**src/rtl/ex_div_ctrl.sv**
```systemverilog
// ex_div_ctrl: multi-cycle radix-2 restoring divider sequencer for EX (DIV/DIVU).
// Ports: clk, rst_n (async low), start, is_signed, flush, operand_1 (dividend),
//   operand_2 (divisor) -> stall_req (comb), busy, done (1-cycle pulse),
//   lo (quotient), hi (remainder).
// Optional: define DIV_EARLY_OUT_EN to finish in one cycle when |dividend| < |divisor|.
module ex_div_ctrl #(
    parameter int DATA_W = 32,
    parameter int CNT_W  = 5
) (
    input  logic              clk,
    input  logic              rst_n,
    input  logic              start,
    input  logic              is_signed,
    input  logic              flush,
    input  logic [DATA_W-1:0] operand_1,
    input  logic [DATA_W-1:0] operand_2,
    output logic              stall_req,
    output logic              busy,
    output logic              done,
    output logic [DATA_W-1:0] lo,
    output logic [DATA_W-1:0] hi
);

    typedef enum logic [1:0] {
        IDLE,
        RUN,
        DONE
    } state_t;

    localparam logic [CNT_W-1:0] LAST = CNT_W'(DATA_W - 1);

    state_t            state;
    state_t            state_d;
    logic [CNT_W-1:0]  cnt;
    logic [DATA_W-1:0] rem;
    logic [DATA_W-1:0] quot;
    logic [DATA_W-1:0] dvsr;
    logic              neg_q;
    logic              neg_r;

    logic              accept;
    logic              div_zero;
    logic              early;
    logic [DATA_W-1:0] mag1;
    logic [DATA_W-1:0] mag2;
    logic [DATA_W:0]   shifted;
    logic [DATA_W:0]   trial;
    logic [DATA_W-1:0] rem_n;
    logic [DATA_W-1:0] quot_n;
    logic [DATA_W-1:0] q_fix;
    logic [DATA_W-1:0] r_fix;

    assign accept   = start & ~flush & (state == IDLE || state == DONE);
    assign div_zero = (operand_2 == '0);

    assign mag1 = (is_signed && operand_1[DATA_W-1]) ? -operand_1 : operand_1;
    assign mag2 = (is_signed && operand_2[DATA_W-1]) ? -operand_2 : operand_2;

`ifdef DIV_EARLY_OUT_EN
    assign early = ~div_zero & (mag1 < mag2);
`else
    assign early = 1'b0;
`endif

    // Only a divide that will actually enter RUN holds the pipeline.
    assign stall_req = (accept & ~div_zero & ~early) | (state == RUN);

    // One restoring step: the shifted partial remainder needs DATA_W+1 bits,
    // and the trial sign bit decides whether to keep the subtraction.
    assign shifted = {rem, quot[DATA_W-1]};
    assign trial   = shifted - {1'b0, dvsr};
    assign rem_n   = trial[DATA_W] ? shifted[DATA_W-1:0] : trial[DATA_W-1:0];
    assign quot_n  = {quot[DATA_W-2:0], ~trial[DATA_W]};
    assign q_fix   = neg_q ? -quot_n : quot_n;
    assign r_fix   = neg_r ? -rem_n : rem_n;

    always_comb begin
        state_d = state;
        if (flush) begin
            state_d = IDLE;
        end else begin
            unique case (state)
                IDLE, DONE: begin
                    if (start) state_d = (div_zero | early) ? DONE : RUN;
                    else state_d = IDLE;
                end
                RUN: begin
                    if (cnt == LAST) state_d = DONE;
                end
                default: state_d = IDLE;
            endcase
        end
    end

    always_ff @(posedge clk or negedge rst_n) begin
        if (!rst_n) begin
            state <= IDLE;
        end else begin
            state <= state_d;
        end
    end

    always_ff @(posedge clk or negedge rst_n) begin
        if (!rst_n) begin
            cnt   <= '0;
            rem   <= '0;
            quot  <= '0;
            dvsr  <= '0;
            neg_q <= 1'b0;
            neg_r <= 1'b0;
            busy  <= 1'b0;
            done  <= 1'b0;
            lo    <= '0;
            hi    <= '0;
        end else begin
            busy <= (state_d == RUN);
            done <= (state_d == DONE);
            if (flush) begin
                cnt <= '0;
            end else if (accept) begin
                if (div_zero) begin
                    lo <= '1;
                    hi <= operand_1;
                end else if (early) begin
                    lo <= '0;
                    hi <= operand_1;
                end else begin
                    cnt   <= '0;
                    rem   <= '0;
                    quot  <= mag1;
                    dvsr  <= mag2;
                    neg_q <= is_signed & (operand_1[DATA_W-1] ^ operand_2[DATA_W-1]);
                    neg_r <= is_signed & operand_1[DATA_W-1];
                end
            end else if (state == RUN) begin
                rem  <= rem_n;
                quot <= quot_n;
                cnt  <= cnt + 1'b1;
                if (cnt == LAST) begin
                    lo <= q_fix;
                    hi <= r_fix;
                end
            end
        end
    end

endmodule

```
**config.mk**
```make
export PLATFORM = sky130hd
export DESIGN_NAME = ex_div_ctrl
export DESIGN_NICKNAME = d
export VERILOG_FILES = /design/src/rtl/ex_div_ctrl.sv
export SDC_FILE = /design/constraint.sdc
export NUM_CORES = 1
export LEC_CHECK = 0
export ABC_AREA = 0
export BUFFER_PORTS_ARGS = -buffer_cell sky130_fd_sc_hd__buf_2
export CAP_MARGIN = 15
export CORE_ASPECT_RATIO = 2
export CORE_MARGIN = 2
export CORE_UTILIZATION = 45
export CTS_BUF_LIST = sky130_fd_sc_hd__clkbuf_4 sky130_fd_sc_hd__clkbuf_8
export CTS_CLUSTER_DIAMETER = 40
export DETAILED_ROUTE_END_ITERATION = 8
export GPL_TIMING_DRIVEN = 0
export PLACE_DENSITY_LB_ADDON = 0.25
export SKIP_LAST_GASP = 1
export SLEW_MARGIN = 10
export SYNTH_ARGS = -nofsm -noshare
export SYNTH_HDL_FRONTEND = slang
export SYNTH_SLANG_ARGS = --single-unit
```
**constraint.sdc**
```tcl
create_clock -name clk -period 4.6 [get_ports clk]
set_input_delay 0.23 -clock clk [delete_from_list [all_inputs] [get_ports clk]]
set_output_delay 0.23 -clock clk [all_outputs]
set_load 0.01 [all_outputs]
```
==> impl_metrics.json, run 1 <==
{
  "core-area_um2": 27550,
  "nets": 1857,
  "worst-path-stages": 13,
  "postRouteAntennaNets": 0,
  "fp.dieH_um": 240.4,
  "hold_class": "primary input to flop",
  "max-slew-margin-rel_pct": 33.73,
  "antenna_found_initial": 3,
  "gp_congestion": 1.030,
  "setup_viol_count_final": 0,
  "power_density_nw_per_um2": 318.9,
  "min_period_over_period_pct": 99.76,
  "die_area_um2": 29370,
  "crit_path_end_kind": "flop",
  "timing.fmax_ghz": 0.2179,
  "r2r_slack_ns": 0.01,
  "r2r_start": "rem[8]",
  "crit_required_ns": 4.99,
  "timing.final.crit_period_ns": 4.589,
  "max-cap-violations": 0,
  "track_usage_pct": 35.72,
  "grt_start_max_net_pins": 88,
  "start_kind": "flop",
  "clock_skew_ns": 0.01383,
  "async_reset_ff_share_pct": 100.0,
  "cp_slowest_cell": "dfrtp_1",
  "gr-total-overflow": 0,
  "cts_buffer_depth": 2,
  "grt_pass1_wl_um": 76250,
  "crit_type": "flop to flop",
  "clock_latency_ns": 0.54,
  "syn_inst": 1579,
  "critical-path-top-delay-family": "compound AO/OA/AOI/OAI gates",
  "switching_share_pct": 41.90,
  "cts_tree": "yes",
  "critPathMaxStageDelay_ns": 0.55,
  "initial_core_util_pct": 45.64,
  "crit_chain": "ha_2, nand2_1, o22ai_2, nand2b_1, or2_1, a311o_1, o211a_1, o41ai_4, buf_4, o2111ai_1, o21ai_0, xnor2_1, a21oi_1",
  "crit_start": "rem[8]",
  "utilization_pct": 52.63,
  "worst_pin_slew_ns": 0.9940,
  "p_sw_mw": 1.937,
  "dp_cells": 2067,
  "drt-initial-drc-count": 1132,
  "status": "finished clean",
  "area_growth_pct": 15.32,
  "synth_edf_count": 0,
  "reg2reg_to": "hi[25]",
  "synth_warnings": 0,
  "critPathBufInv": 1,
  "syn_nets": 1687,
  "yosysSeqAreaShare_pct": 34.04,
  "cp_max_fo": 7,
  "cts_sinks": 171,
  "p_seq_share_pct": 39.3,
  "vias": 13160,
  "p_int_mw": 2.686,
  "drc": 0,
  "drive_gt1_share_pct": 15.39,
  "rr_worst_depth": 13,
  "irDropWorstVdd_uv": 177.5,
  "first_pass_iters": 5,
  "wl_per_cell_um": 24.26,
  "grt_pass1_vias": 13300,
  "p_clk_share_pct": 23.7,
  "synth_area_um2": 12570,
  "synthDistinctLibCells": 80,
  "rows": 86,
  "cts_buffers": 17,
  "hold_violations": 0,
  "fin_cells": 2114,
  "clkTransAtPathRegs_ns": 0.10,
  "routed_wl_um": 51280,
  "avgSynthCellArea_um2": 7.962,
  "critPathArrivalTime_ns": 4.98,
  "hpwl_um": 40920,
  "fp.dieW_um": 122.2,
  "power_mw": 4.623,
  "p_leak_nw": 6.457,
  "synthFlopType": "dfrtp_1",
  "portBuffers": 135,
  "cts-htree-levels": 4,
  "clockRootBuffer": "clkbuf_8",
  "ys_seq_elements": 171,
  "ios": 136,
  "crit_end": "hi[25]",
  "viasPerCell": 6.227,
  "combPwrFrac_pct": 37.0,
  "slew_violations": 0
}
==> worst min-delay path by stage <==
| stage | startpoint | endpoint | cells after the start |
|---|---|---|---|
| after floorplan | rst_n | busy | 0 |
| after global placement | dvsr[29] | dvsr[29] | 2 |
| after detailed placement | rst_n | rem[3] | 1 |
| after CTS | operand_1[9] | hi[9] | 3 |
| after global routing | operand_2[25] | dvsr[25] | 3 |
| final | operand_2[29] | dvsr[29] | 3 |
==> area by class of cell <==
cell class	instances	area, um^2
fill	2767	13050
multi-input combinational	1262	7923
sequential	171	4282
timing repair buffer	158	893.4
tap	352	440.4
buffer	82	360.3
clock buffer	17	234.0
inverter	57	221.5
clock inverter	14	141.4
antenna	1	2.502
==> cells in the mapped netlist (13+ instances only) <==
cell type  number  area [um^2]
o21ai_0       179        895.9
buf_2          14        70.07
nand3_1        48        240.2
mux2i_1        31        310.3
nor2_1        152        570.6
o31ai_1        28        210.2
nor3_1         36        180.2
dfrtp_1       171         4279
or4_1          15        112.6
and3_1         13        81.33
or3_1          29        181.4
inv_1          56        210.2
clkbuf_1       69        259.0
nand2_1       177        664.4
o41ai_1        15        131.4
xnor2_1        48        420.4
a21oi_1       146        730.7
nor4_1         13        81.33
xor2_1         68        595.6
and2_1         13        81.33
a31oi_1        20        125.1
ha_1           38        475.5
==> layer usage <==
layer / routed length (um) / vias to the layer above / share of wire (%) / track usage (%)
met5: 13 / - / 0.025 / 0
met4: 6449 / 2 / 13 / 38.21
met3: 3030 / 289 / 5.9 / 8.847
met2: 26500 / 626 / 52 / 63.97
met1: 15290 / 6222 / 30 / 29.59
li1: - / 6024 / - / -
==> layout by cell type, fill, tap and decap left out, types with 15 or more instances in the layout <==
| master | count |
|---|---|
| nand2_1 | 177 |
| o21ai_0 | 175 |
| dfrtp_1 | 169 |
| nor2_1 | 150 |
| buf_2 | 146 |
| a21oi_1 | 139 |
| xor2_1 | 68 |
| clkbuf_1 | 62 |
| inv_1 | 56 |
| xnor2_1 | 48 |
| nand3_1 | 46 |
| nor3_1 | 34 |
| mux2i_1 | 31 |
| or3_1 | 29 |
| ha_1 | 29 |
| o31ai_1 | 26 |
| a31oi_1 | 20 |
| buf_4 | 18 |
| clkbuf_8 | 17 |
| or4_1 | 15 |
| o41ai_1 | 15 |
==> through the flow <==
stage	TNS (ns)	worst slack [ns]	area [um^2]	hold WS, ns
final	0	0.01084	14500	0.002030
after detailed placement	-36.08	-1.626	13730	0.2873
after floorplan	0	0.1744	12570	-0.06559
after global placement	-34.89	-1.609	13690	0.4662
after CTS	-0.007534	-0.007534	14340	0.002331
after global routing	-0.02844	-0.01716	14500	0.03770
==> worst reg2reg max path, stage by stage (launching register included) <==
cell and delay (ns):
dfrtp_1 0.55, ha_2 0.41, nand2_1 0.26, o22ai_2 0.23
nand2b_1 0.26, or2_1 0.31, a311o_1 0.47, o211a_1 0.40
o41ai_4 0.44, buf_4 0.19, o2111ai_1 0.11, o21ai_0 0.45
xnor2_1 0.26, a21oi_1 0.12
==> registers in the layout (all words and copies together) (netlist names), 2 cells and up <==
| register | cells |
|---|---|
| dvsr | 32 |
| hi | 32 |
| lo | 32 |
| quot | 32 |
| rem | 32 |
| cnt | 5 |
| state | 2 |
==> kinds of logic after synthesis <==
logic type      Yosys count  synth area share (%)
xor+xnor                116                 8.081
compound gates          511                 25.22
fa+ha+maj                39                 3.941
flops                   171                 34.04
simple gates            558                 21.02
buf+inv                 146                 4.608
mux                      38                 3.095
==> power groups by stage <==
stage / registers (mW) / clock network [mW] / logic [mW]
finish: 1.82 / 1.09 / 1.71
global route: 1.84 / 1.16 / 1.86
detailed placement: 1.84 / 0 / 1.55
global placement: 1.84 / 0 / 1.52
floorplan: 1.79 / 0 / 1.05
CTS: 1.81 / 1.10 / 1.62
==> repair_timing <==
item	4_1_cts	5_1_grt
hold endpoints to repair	93	0
gates resized for setup	31	29
hold buffers	6	0
setup endpoints to repair	56	44
pin swaps	5	9
setup buffers	9	7
Power figures use the tool's default switching activity.
==> inputs of run 2 (changes only) <==
--- a/config.mk
+++ b/config.mk
@@ -15,6 +15,7 @@
 export CTS_CLUSTER_DIAMETER = 40
 export DETAILED_ROUTE_END_ITERATION = 8
 export GPL_TIMING_DRIVEN = 0
+export MAX_ROUTING_LAYER = met4
 export PLACE_DENSITY_LB_ADDON = 0.25
 export SKIP_LAST_GASP = 1
 export SLEW_MARGIN = 10
==> constraint.sdc (replaced) <==
create_clock -name clk -period 5.6 [get_ports clk]
set_input_delay 0.28 -clock clk [delete_from_list [all_inputs] [get_ports clk]]
set_output_delay 0.28 -clock clk [all_outputs]
set_load 0.01 [all_outputs]
==> run 2 against run 1 <==
  * Sequential power is 18% lower
  * Cell count is 0.61% lower
  * Final area is 2.1% lower
  * Critical path type unchanged
  * Largest cell class unchanged
==> impl_metrics.json, run 2 (synthesis results as in run 1) <==
{
  "status": "finished clean",
  "irDropWorstVdd_uv": 151.3,
  "hold_ws_ns": 0.02150,
  "critPathMaxStageDelay_ns": 0.57,
  "cts_buffer_depth": 2,
  "core-area_um2": 27550,
  "fp.dieW_um": 122.2,
  "gp_congestion": 1.034,
  "hpwl_um": 41320,
  "fin_cells": 2101,
  "clock_latency_ns": 0.53,
  "initial_core_util_pct": 45.64,
  "fillers": 2778,
  "met3_usage_pct": 6.499,
  "viasPerCell": 6.264,
  "track_usage_pct": 36.40,
  "gr-total-overflow": 0,
  "nets": 1842,
  "area_growth_pct": 12.88,
  "cp_slowest_cell": "nor3_4",
  "clkTransAtPathRegs_ns": 0.10,
  "cts_buffers": 17,
  "setup_viol_count_final": 0,
  "cts_tree": "yes",
  "use_met1_pct": 30.30,
  "multi_input_area_um2": 7767,
  "first_pass_iters": 7,
  "rows": 86,
  "layout_commonest_cell": "o21ai_0",
  "power_mw": 3.742,
  "power_density_nw_per_um2": 263.7,
  "clockRootBuffer": "clkbuf_8",
  "timing.fmax_ghz": 0.1842,
  "timing.final.crit_period_ns": 5.428,
  "clock_skew_ns": 0.01403,
  "die_area_um2": 29370,
  "fin_ws_ns": 0.1724,
  "utilization_pct": 51.52,
  "start_kind": "flop",
  "fp.dieH_um": 240.4,
  "grt_pass1_wl_um": 75560,
  "drive_gt1_share_pct": 12.94,
  "critPathArrivalTime_ns": 5.88,
  "vias": 13160,
  "worst_pin_slew_ns": 1.130,
  "crit_chain": "ha_1, buf_2, a21oi_2, o21ai_2, a2111oi_4, o31ai_2, nor3_4, nor2_8, inv_4, buf_4, buf_2, nor2_1, a21oi_2, ha_4, o211ai_1, or2_1, a221o_1, nor3_1",
  "hold_class": "primary input to flop",
  "grt_util_met2_pct": 64.70,
  "grt_start_max_net_pins": 89,
  "final_cell_mix": "o21ai_0 (179), nand2_1 (177), dfrtp_1 (171)",
  "crit_type": "flop to flop",
  "rsz0062_at_grt": "false",
  "cts-htree-levels": 4,
  "p_leak_nw": 6.345,
  "seqCellArea_um2": 4279,
  "routed_wl_um": 50980,
  "portBuffers": 135,
  "cts_sinks": 171,
  "max-cap-violations": 0,
  "antenna_found_initial": 2,
  "drt-initial-drc-count": 1036,
  "grt_pass1_vias": 13040,
  "max-slew-margin-rel_pct": 24.65,
  "dp_cells": 2067,
  "gr-max-usage-layer": "met2",
  "postRouteAntennaNets": 0,
  "min_period_over_period_pct": 96.92,
  "cp_max_fo": 10,
  "crit_path_end_kind": "flop",
  "wl_per_cell_um": 24.26,
  "cts_setup_buffers": 0,
  "ios": 136,
  "place_ws_ns": -0.6630,
  "drc": 0,
  "slew_violations": 0,
  "hold_violations": 0,
  "crit_required_ns": 6.05
}
-- run 2: per-layer routing --
layer  up-vias  share of wire (%)
met4         0                 12
met3       287                4.8
li1       6002                  -
met1      6263                 31
met5         -                  0
met2       609                 53
-- run 2: path summary, 6_finish.rpt --
check | start | end | slack (ns) | depth (start not counted)
max | rem[16] | hi[30] | 0.17 | 18
min | operand_2[1] | dvsr[1] | 0.02 | 3
max reg2reg | rem[16] | hi[30] | 0.17 | 18
min reg2reg | hi[1] | hi[1] | 0.50 | 2
max in group asynchronous | rst_n | quot[11] | 4.38 | 3
min in group asynchronous | rst_n | rem[4] | 0.33 | 2
-- run 2: layout make-up --
type / count / area share, %
Inverter: 57 / 1.525
Antenna cell: 2 / 0.03527
Multi-Input combinational cell: 1262 / 54.73
Clock buffer: 21 / 1.993
Tap cell: 352 / 3.104
Timing Repair Buffer: 138 / 5.167
Sequential cell: 171 / 30.15
Buffer: 87 / 2.495
Clock inverter: 11 / 0.7935
-- run 2: where the power goes --
group          internal, mW  switching (mW)  total, mW  leakage, nW
registers              1.35           0.143       1.50         2.30
clock network         0.397           0.523      0.920        0.194
logic                 0.452           0.873       1.32         3.86
-- run 2: per-stage QoR --
stage,cell area (um^2),TNS (ns)
after floorplan,12570,0
after global placement,13690,-5.339
after detailed placement,13730,-6.187
after CTS,14180,0
after global routing,14190,0
final,14190,0
-- run 2: timing repair --
item,in CTS,in global routing
gates resized for setup,7,3
endpoints found under the setup margin,20,12
gates cloned,0,0
hold buffers,2,0
endpoints found under the hold margin,85,0
pin swaps,0,0
-- run 2: worst max-delay path: cells and delay by family, from the launching register on --
kind	cells	cell delay, ns
buf+inv	4	0.92
flops	1	0.49
compound gates	7	1.98
simple gates	5	1.29
fa+ha+maj	2	0.62
==> inputs of run 3 (changes only) <==
--- a/config.mk
+++ b/config.mk
@@ -9,7 +9,7 @@
 export BUFFER_PORTS_ARGS = -buffer_cell sky130_fd_sc_hd__buf_2
 export CAP_MARGIN = 15
 export CORE_ASPECT_RATIO = 2
-export CORE_MARGIN = 2
+export CORE_MARGIN = 10
 export CORE_UTILIZATION = 45
 export CTS_BUF_LIST = sky130_fd_sc_hd__clkbuf_4 sky130_fd_sc_hd__clkbuf_8
 export CTS_CLUSTER_DIAMETER = 40
==> run 3 against run 2 <==
  * Core utilization grew 0.16 points
  * Clock-buffer cell count is 3 lower
  * Clock power rose by 7.9%
  * Critical endpoint unchanged
  * Sequential power barely moved
  * Die area up 21%
  * Sequential cell count unchanged
  * Clock skew about the same
  * Cell count did not move
==> impl_metrics.json, run 3 (synthesis results as in run 1) <==
{
  "status": "finished clean",
  "dr_wl_met3_um": 1940,
  "max-cap-violations": 0,
  "setup_tns_ns": 0,
  "rows": 86,
  "multi_input_area_um2": 7770,
  "cts_buffer_depth": 2,
  "nets": 1843,
  "seqCellArea_um2": 4279,
  "met1Wirelength_um": 16940,
  "fillers": 2847,
  "setup_viol_count_final": 0,
  "gp_congestion": 0.9946,
  "fp.dieH_um": 256.4,
  "final_area_um2": 14240,
  "min_period_over_period_pct": 98.24,
  "critPathArrivalTime_ns": 5.96,
  "p_leak_nw": 6.375,
  "vias": 12810,
  "drc": 0,
  "clock_skew_ns": 0.01440,
  "worst_pin_slew_ns": 1.117,
  "gr-total-overflow": 0,
  "route.met2.wl_um": 28920,
  "hold_class": "primary input to flop",
  "crit_required_ns": 6.06,
  "final_cell_mix": "o21ai_0 (179), nand2_1 (177), dfrtp_1 (171)",
  "crit_start": "rem[8]",
  "drive_gt1_share_pct": 13.16,
  "die_area_um2": 35430,
  "cts_tree": "yes",
  "r2r_start": "rem[8]",
  "timing.fmax_ghz": 0.1818,
  "max-slew-margin-rel_pct": 25.56,
  "timing.final.crit_period_ns": 5.502,
  "r2r_slack_ns": 0.1,
  "power_density_nw_per_um2": 268.7,
  "hpwl_um": 43900,
  "grt_pass1_vias": 13320,
  "cts_buffers": 17,
  "highest_layer": "met4",
  "start_kind": "flop",
  "grt_start_max_net_pins": 95,
  "holdPathStages": 3,
  "ios": 136,
  "postRouteAntennaNets": 0,
  "routed_wl_um": 53460,
  "first_pass_iters": 7,
  "worstHoldStart": "operand_2[1]",
  "crit_type": "flop to flop",
  "clock_latency_ns": 0.54,
  "reg2reg_to": "hi[30]",
  "drt-initial-drc-count": 733,
  "layout_commonest_cell": "o21ai_0",
  "antenna_found_initial": 1,
  "wl_per_cell_um": 25.44,
  "cts-htree-levels": 4,
  "rsz0062_at_grt": "false",
  "clkTransAtPathRegs_ns": 0.11,
  "hold_violations": 0,
  "slew_violations": 0,
  "crit_path_end_kind": "flop",
  "irDropWorstVdd_uv": 136.0,
  "fp.dieW_um": 138.2,
  "core-area_um2": 27550,
  "hold_end": "dvsr[1]",
  "track_usage_pct": 30.07,
  "area_growth_pct": 13.24,
  "power_mw": 3.825,
  "rr_worst_depth": 19,
  "grt_pass1_wl_um": 79120,
  "viasPerCell": 6.096,
  "clockRootBuffer": "clkbuf_8",
  "dpl_cell_area_um2": 13730,
  "cts_sinks": 171,
  "utilization_pct": 51.68,
  "hold_ws_ns": 0.005040,
  "initial_core_util_pct": 45.64,
  "portBuffers": 135,
  "cp_max_fo": 10
}
==> run 3: changes by cell type in the layout (fill, tap and decap cells not counted), moves of 2 or more <==
| cell | previous run | this run |
|---|---|---|
| clkbuf_8 | 20 | 18 |
| clkinv_4 | 4 | 1 |
| inv_6 | 1 | 5 |
| inv_8 | 1 | 3 |
==> run 3: routing by layer <==
layer	track usage (%)	up-vias
li1	-	6006
met1	24.77	6138
met2	55.24	463
met3	4.627	201
met4	28.53	0
met5	-	-
==> run 3: layout make-up <==
| type | instances | share of cell area, % |
|---|---|---|
| Antenna cell | 1 | 0.01758 |
| Buffer | 86 | 2.487 |
| Clock buffer | 18 | 1.740 |
| Clock inverter | 14 | 1.248 |
| Inverter | 57 | 1.520 |
| Multi-Input combinational cell | 1262 | 54.58 |
| Sequential cell | 171 | 30.06 |
| Tap cell | 352 | 3.094 |
| Timing Repair Buffer | 140 | 5.256 |
==> run 3: worst max-delay path by stage <==
stage	to	slack (ns)
2_1_floorplan	hi[26]	1.17
3_3_place_gp	hi[26]	-0.94
3_5_place_dp	hi[30]	-0.91
4_1_cts	lo[30]	0.003
5_1_grt	hi[30]	0.06
6_report	hi[30]	0.1
==> run 3: what timing repair did <==
action | in CTS | in global routing
buffers inserted | 2 | 0
setup endpoints to repair | 22 | 16
resized for setup | 7 | 4
cloned | 0 | 0
hold endpoints to repair | 79 | 0
pin swaps | 2 | 0
hold buffers | 2 | 0
==> run 3: metrics by stage <==
stage / setup slack [ns] / std cells
detailed placement: -0.9063 / 2067
global placement: -0.9394 / 2066
global route: 0.06415 / 2101
CTS: 0.003228 / 2102
finish: 0.09841 / 2101
floorplan: 1.174 / 1579
==> run 3: power by group <==
part / switching [mW] / total (mW) / internal, mW
Clock: 0.566 / 0.993 / 0.427
Combinational: 0.879 / 1.33 / 0.452
Sequential: 0.147 / 1.50 / 1.35
==> run 3: worst max-delay path, stage by stage (launching register included) <==
cell      delay (ns)
dfrtp_1         0.50
ha_1            0.32
clkbuf_1        0.23
a21oi_2         0.39
o21ai_0         0.19
nor2_1          0.36
a211oi_2        0.18
buf_4           0.18
nor3_4          0.34
nor2_8          0.12
inv_4           0.15
buf_4           0.23
buf_2           0.34
nor2_1          0.10
a21oi_2         0.30
ha_4            0.29
o211ai_1        0.34
or2_1           0.36
a221o_1         0.32
nor3_1          0.14
